`config.mk`:
```
export PLATFORM = sky130hd
export DESIGN_NAME = apb_mst
export DESIGN_NICKNAME = d
export VERILOG_FILES = /design/src/rtl/apb_mst_pkg.sv /design/src/rtl/types_amba_pkg.sv /design/src/rtl/apb_mst.sv
export SDC_FILE = /design/constraint.sdc
export NUM_CORES = 1
export LEC_CHECK = 0
export CORE_ASPECT_RATIO = 0.8
export CORE_MARGIN = 4
export CORE_UTILIZATION = 46
export CTS_BUF_LIST = sky130_fd_sc_hd__clkbuf_8
export CTS_CLUSTER_SIZE = 25
export DETAILED_ROUTE_END_ITERATION = 12
export PLACE_DENSITY = 0.94
export SLEW_MARGIN = 20
export SYNTH_ARGS = -nofsm -noshare
export SYNTH_HDL_FRONTEND = slang
export SYNTH_SLANG_ARGS = --single-unit
```
`constraint.sdc`:
```
create_clock -name i_clk -period 2.2 [get_ports i_clk]
set_clock_uncertainty 0.05 [all_clocks]
set_input_delay 0.55 -clock i_clk [delete_from_list [all_inputs] [get_ports i_clk]]
set_output_delay 0.55 -clock i_clk [all_outputs]
set_load 0.02 [all_outputs]
```
`src/rtl/apb_mst_pkg.sv`:
```
// Constants and helpers for the APB requester; bus types live in types_amba_pkg.
package apb_mst_pkg;

    localparam int unsigned AddrW = 32;
    localparam int unsigned DataW = 32;
    localparam int unsigned StrbW = 4;

    localparam logic [2:0] ProtNone = 3'b000;

    // Counter width able to hold max_cnt; at least one bit so a disabled timeout still elaborates.
    function automatic int unsigned cnt_width(input int unsigned max_cnt);
        return (max_cnt > 0) ? $clog2(max_cnt + 1) : 1;
    endfunction

endpackage

```
`src/rtl/types_amba_pkg.sv`:
```
// AMBA APB bus structs shared between requesters and completers.
// apb_in_type is what a completer receives; apb_out_type is what it returns.
package types_amba_pkg;

    typedef struct packed {
        logic [31:0] paddr;
        logic [2:0]  pprot;
        logic        pselx;
        logic        penable;
        logic        pwrite;
        logic [31:0] pwdata;
        logic [3:0]  pstrb;
    } apb_in_type;

    typedef struct packed {
        logic [31:0] prdata;
        logic        pready;
        logic        pslverr;
    } apb_out_type;

endpackage

```
`src/rtl/apb_mst.sv`:
```
// Single-outstanding APB requester: request/response handshake in, APB transfer out.
// Every output is a register; an optional ACCESS-phase timeout ends stuck transfers with an error.
module apb_mst
    import apb_mst_pkg::*;
    import types_amba_pkg::*;
#(
    parameter int unsigned timeout = 255
) (
    input  logic              i_clk,
    input  logic              i_nrst,
    input  logic              i_req_valid,
    output logic              o_req_ready,
    input  logic [AddrW-1:0]  i_req_addr,
    input  logic              i_req_write,
    input  logic [DataW-1:0]  i_req_wdata,
    input  logic [StrbW-1:0]  i_req_wstrb,
    output logic              o_resp_valid,
    input  logic              i_resp_ready,
    output logic [DataW-1:0]  o_resp_rdata,
    output logic              o_resp_err,
    output apb_in_type        o_apbo,
    input  apb_out_type       i_apbi
);

    localparam int unsigned CntW = cnt_width(timeout);

    typedef enum logic [1:0] {StIdle, StSetup, StAccess, StResp} state_e;

    typedef struct packed {
        logic             req_ready;
        logic             resp_valid;
        logic [DataW-1:0] resp_rdata;
        logic             resp_err;
        apb_in_type       apbo;
        logic [CntW-1:0]  cnt;
    } regs_t;

    state_e          state_q, state_d;
    regs_t           r_q, r_d;
    logic [CntW-1:0] cnt_inc;
    logic            timed_out;

    assign cnt_inc   = r_q.cnt + 1'b1;
    assign timed_out = (timeout != 0) && (cnt_inc == CntW'(timeout));

    always_ff @(posedge i_clk or negedge i_nrst) begin
        if (!i_nrst) begin
            state_q <= StIdle;
        end else begin
            state_q <= state_d;
        end
    end

    always_ff @(posedge i_clk or negedge i_nrst) begin
        if (!i_nrst) begin
            r_q           <= '0;
            r_q.req_ready <= 1'b1;
        end else begin
            r_q <= r_d;
        end
    end

    always_comb begin
        state_d = state_q;
        unique case (state_q)
            StIdle:   if (i_req_valid && r_q.req_ready) state_d = StSetup;
            StSetup:  state_d = StAccess;
            StAccess: if (i_apbi.pready || timed_out) state_d = StResp;
            StResp:   if (i_resp_ready) state_d = StIdle;
            default:  state_d = StIdle;
        endcase
    end

    always_comb begin
        r_d            = r_q;
        r_d.apbo.pprot = ProtNone;
        unique case (state_q)
            StIdle: begin
                if (i_req_valid && r_q.req_ready) begin
                    r_d.req_ready    = 1'b0;
                    r_d.apbo.paddr   = i_req_addr;
                    r_d.apbo.pwrite  = i_req_write;
                    r_d.apbo.pwdata  = i_req_write ? i_req_wdata : '0;
                    r_d.apbo.pstrb   = i_req_write ? i_req_wstrb : '0;
                    r_d.apbo.pselx   = 1'b1;
                    r_d.apbo.penable = 1'b0;
                end
            end
            StSetup: begin
                r_d.apbo.penable = 1'b1;
                r_d.cnt          = '0;
            end
            StAccess: begin
                // pready is tested first so it wins over a timeout in the same cycle.
                if (i_apbi.pready) begin
                    r_d.apbo.pselx   = 1'b0;
                    r_d.apbo.penable = 1'b0;
                    r_d.resp_valid   = 1'b1;
                    r_d.resp_rdata   = r_q.apbo.pwrite ? '0 : i_apbi.prdata;
                    r_d.resp_err     = i_apbi.pslverr;
                end else if (timed_out) begin
                    r_d.apbo.pselx   = 1'b0;
                    r_d.apbo.penable = 1'b0;
                    r_d.resp_valid   = 1'b1;
                    r_d.resp_rdata   = '0;
                    r_d.resp_err     = 1'b1;
                end else begin
                    r_d.cnt = cnt_inc;
                end
            end
            StResp: begin
                if (i_resp_ready) begin
                    r_d.resp_valid = 1'b0;
                    r_d.req_ready  = 1'b1;
                end
            end
            default: ;
        endcase
    end

    assign o_req_ready  = r_q.req_ready;
    assign o_resp_valid = r_q.resp_valid;
    assign o_resp_rdata = r_q.resp_rdata;
    assign o_resp_err   = r_q.resp_err;
    assign o_apbo       = r_q.apbo;

endmodule

```
== Word level (Yosys, flattened, before mapping) ==
Cells that the tools add are included.

* Bits in registers: 116
* Memory bits (writable): 0
* Memories kept: 0
* Memory bits (read-only): 0
* Output and inout port bits: 109
* Bits in latches: 0
* Bits of input ports: 107
* Word-level logic and storage cells: 61

* Shift-type cells: 0
* Reduce and logical (&&, ||, !) cells: 17
* Add/subtract/negate cells: 1
* Divide/modulo/power cells: 0
* Bitwise operators: 0
* Muxes and demuxes: 21
* Multiply operators: 0
* $lt $le $gt $ge: 0
* Equality and inequality tests: 10

{| class="wikitable"
|+ Operators with widths
! operator !! count
|-
| $mux W34 || 2
|-
| $mux W32 || 2
|-
| $mux W39 || 1
|-
| $reduce_and A3 Y1 || 6
|-
| $mux W8 || 2
|-
| $pmux W8 S2 || 1
|-
| $mux W2 || 6
|-
| $ne A2 B2 Y1 const B || 5
|-
| $reduce_bool A2 Y1 || 5
|-
| $add A8 B1 Y8 const B || 1
|-
| $eq A8 B8 Y1 const B || 1
|-
| $pmux W2 S4 || 1
|-
| $pmux W1 S2 || 3
|-
| $eq A2 B2 Y1 const B || 2
|-
| $mux W4 || 1
|-
| $reduce_and A2 Y1 || 2
|-
| $ne A3 B3 Y1 const B || 1
|-
| $pmux W1 S3 || 1
|-
| $reduce_bool A3 Y1 || 1
|-
| $eq A2 B1 Y1 const B || 1
|-
| $logic_not A2 Y1 || 1
|-
| $logic_and A1 B1 Y1 || 1
|-
| $logic_or A1 B1 Y1 || 1
|-
| $mux W1 || 1
|}

== Longest topological paths before layout ==
* Word-level depth: 5
* Mapped depth: 9
* Depth with buffers taken out: 7

== Worst setup path after synthesis ==
No wires, ideal clock.

* Kind: flip-flop to flip-flop
* Start: reg state_q[0]
* End: reg state_q[1]
* Path buffers: 1
* Cell stages (with the launch flop): 8
* Setup time: 128 ps
* Data arrival time: 1,716 ps
* Period minus slack after synthesis: 1,893 ps
* Data required time: 2,022 ps
* Path slack: 307 ps
* Cells stage by stage: dfrtp_1 > inv_1 > ha_1 > clkbuf_1 > inv_1 > a211oi_2 > nor2_1 > mux2_1

* Word-level cells in the longest chain between the ends: 3
* Elaborated cells on any way between the ends: 9
* Those cells by class: eq/ne (6); mux (1); reduce/logical (2)

{| class="wikitable"
|+ Ends and longest elaborated chain
! what !! RTL line !! source
|-
| start: declaration || apb_mst.sv:38 || <nowiki>state_e state_q, state_d;</nowiki>
|-
| start signal: assignment || apb_mst.sv:48 || <nowiki>state_q <= StIdle;</nowiki>
|-
| start signal: assignment || apb_mst.sv:50 || <nowiki>state_q <= state_d;</nowiki>
|-
| $eq A2 B2 Y1 or $logic_not A2 Y1 (tied branches) || apb_mst.sv:65 || <nowiki>unique case (state_q)</nowiki>
|-
| $ne A2 B2 Y1 (no line) || n/a ||
|-
| $reduce_and A3 Y1 (no line) || n/a ||
|}

Parallel ways exist; a longest one is shown, timed or not.
A chain may end at the register's enable or synchronous reset.

== Final worst setup path ==
* Start: reg r_q, in the netlist o_apbo[36]
* End: out o_apbo[36] (netlist name)

{| class="wikitable"
|+ RTL lines
! what !! RTL line !! source
|-
| start: declaration || apb_mst.sv:39 || <nowiki>regs_t r_q, r_d;</nowiki>
|-
| start signal: assignment || apb_mst.sv:59 || <nowiki>r_q <= r_d;</nowiki>
|-
| end: declaration || apb_mst.sv:21 || <nowiki>output apb_in_type o_apbo,</nowiki>
|}

No word-level cell between the ends.

==> results_dict.tcl <==
set metrics [dict create \
    port_buffers 212 \
    gp_congestion 0.820 \
    ys_seq_area_share_pct 51.9 \
    rsz0062_at_grt "false" \
    final_nets 797 \
    cts_max_path_buffers 2 \
    utilization_pct 65.3 \
    syn_inst 569 \
    async_flop_share_pct 100 \
    core_um2 11700 \
    vias 4125 \
    ys_ff_latch 116 \
    cts_hold_buf 0 \
    r2r_setup_slack_ns 0.13 \
    timing.fmax_mhz 480 \
    end_kind "primary output" \
    cp_slowest_stage_delay_ns 0.66 \
    avgSynthCellArea_um2 9.83 \
    synthFlopType "dfrtp_1" \
    seq_area_um2 2900 \
    hold_path.class "in -> async" \
    criticalPathCategory "reg -> out" \
    cp.arrival_ns 1.48 \
    grt_start_max_net_pins 62 \
    met3_usage_pct 6.71 \
    crit_required_ns 1.60 \
    maxCapViolCount 0 \
    p_leak_uw 0.00345 \
    post-route-min-period_ns 2.08 \
    max-slew-margin-rel_pct 66.4 \
    tightest_slew_ns 0.502 \
    grt_pass1_vias 4332 \
    met2_usage_pct 35.2 \
    drc 0 \
    rows 35 \
    path_delay_family "buffers and inverters" \
    drtIter0Drc 184 \
    busiest_layer "met2" \
    multi_input_area_um2 1770 \
    synthToLayoutAreaGrowth_pct 36.5 \
    grtUsageTotal_pct 19.8 \
    holdWs_ns 0.105 \
    ios 216 \
    cp_max_fo 3 \
    die_area_um2 14000 \
    min_period_over_period_pct 94.6 \
    avgViaCountPerCell 4.89 \
    start_kind "register" \
    crit_slowest_cell "clkdlybuf4s50_1" \
    cts_root_buf "clkbuf_8" \
    drt-total-wl_um 13600 \
    nFillCells 886 \
    tns_ns 0 \
    initial_utilization_pct 47.8 \
    grt_antenna_before_repair 0 \
    power.density_nw_per_um2 596 \
    status "finished, final reports clean" \
    layout-drive-gt1-share_pct 7.91 \
    grt_pass1_wl_um 22200 \
    cts_made_buffers 17 \
    hold_viol 0 \
    overflow 0 \
    avgRoutedWirePerCell_um 16.2 \
    setup_viol 0 \
    synth_enable_flop_cells 0 \
    dr.pass1.iters 5 \
    die_w_um 131 \
    antenna_cells 0 \
    path_cells "clkdlybuf4s50_1" \
    clk_pin_slew_ns 0.07 \
    worst-path-buf-inv 1 \
    syn_area_um2 5590 \
    clock-sinks 116 \
    cts_tree "built" \
    ir_drop_mv 0.403 \
    detail-route-antenna-nets 0 \
    yosys_warnings 0 \
    ys_types 39 \
    final_max_slew_viol_count 0 \
    cts_max_level 4 \
    clock_latency_ns 0.41 \
    dp_hpwl_um 10300 \
    grt_use_met1_pct 22.6 \
    die_h_um 107 \
]
[report_power, final]
| part | internal (uW) | total [uW] | switching (uW) | leakage, uW |
|---|---|---|---|---|
| Combinational | 198 | 324 | 125 | 0.00164 |
| Clock | 1230 | 2090 | 864 | 0.000217 |
| Sequential | 2130 | 2130 | 1.73 | 0.00158 |
| Total | 3560 | 4550 | 991 | 0.00345 |
[layout by cell type (no fill, tap or decap), types with 3 or more instances in the layout]
cell type / count
o21ai_1: 70
inv_1: 9
dfrtp_1: 115
nand2_1: 144
xnor2_1: 4
bufinv_16: 4
nor4_1: 3
a21oi_1: 8
buf_12: 6
mux2_1: 35
o21ai_0: 6
clkdlybuf4s50_1: 210
clkinv_2: 4
o22ai_1: 4
buf_4: 12
conb_1: 3
clkbuf_8: 17
ha_1: 7
[synth_stat cells (2+ instances only)]
cell,count,area (um^2)
nand2_1,144,541
o21ai_1,70,350
a21oi_1,8,40.0
buf_4,106,796
ha_1,7,87.6
nand3_1,2,10.0
nor2_1,2,7.51
o21ai_0,6,30.0
o22ai_1,4,25.0
buf_2,5,25.0
buf_1,3,11.3
dfrtp_1,115,2880
xnor2_1,4,35.0
mux2_1,35,394
clkbuf_1,21,78.8
nor2b_1,3,18.8
a21o_1,2,15.0
inv_1,8,30.0
nor3_1,2,10.0
nor4_1,3,18.8
[final cells by class]
type	count	area share, %
clock buffers	17	3.07
flip-flops and latches	116	38.1
well taps	148	2.43
multi-input cells	311	23.2
inverters	8	0.394
repair buffers	229	30.4
clock inverters	14	2.44
[stage by stage]
step           instances  instance area (um^2)  setup WS [ns]  power (uW)
6_report             843                  7630          0.118        4550
5_1_grt              843                  7630         0.0382        4750
4_1_cts              841                  7610         0.0705        4620
3_5_place_dp         810                  7200        0.00973        2500
3_3_place_gp         810                  7200         0.0927        2490
2_1_floorplan        571                  5600          0.307        2240
[metal layers]
metal / up-vias / share of wire [%] / routed length, um
met2: 168 / 52 / 7120
met5: - / 0 / 0
met4: 0 / 2.0 / 274
li1: 1976 / - / -
met3: 21 / 6.9 / 940
met1: 1960 / 39 / 5280
[final timing paths]
kind / start / cells past startpoint / endpoint
setup / recovery: o_apbo[36] / 1 / o_apbo[36]
hold / removal: i_nrst / 2 / o_apbo[30]
setup reg to reg: r_q[0] / 8 / o_resp_rdata[20]
hold reg to reg: o_apbo[23] / 2 / o_apbo[23]
max in group asynchronous: i_nrst / 2 / o_req_ready
min in group i_clk: o_apbo[23] / 2 / o_apbo[23]
[kinds of logic after synthesis]
logic type      share of synthesized area [%]
compound gates                           9.71
xor+xnor                                0.783
fa+ha+maj                                1.57
flops                                    51.9
buf+inv                                  17.0
mux                                      7.23
simple gates                             11.7
other cells                            0.0671
[sequential cells by signal (all words and copies together), names as in the netlist]
register	flops
o_apbo	71
o_req_ready	1
o_resp_err	1
o_resp_rdata	32
o_resp_valid	1
r_q	8
state_q	2
[repair_timing]
item | in CTS | in global routing
resized for setup | 1 | 0
setup endpoints to repair | 1 | 2
endpoints found under the hold margin | 0 | 0
setup buffers | 0 | 2
pin swaps | 0 | 1
(Power assumes the default switching activity.)
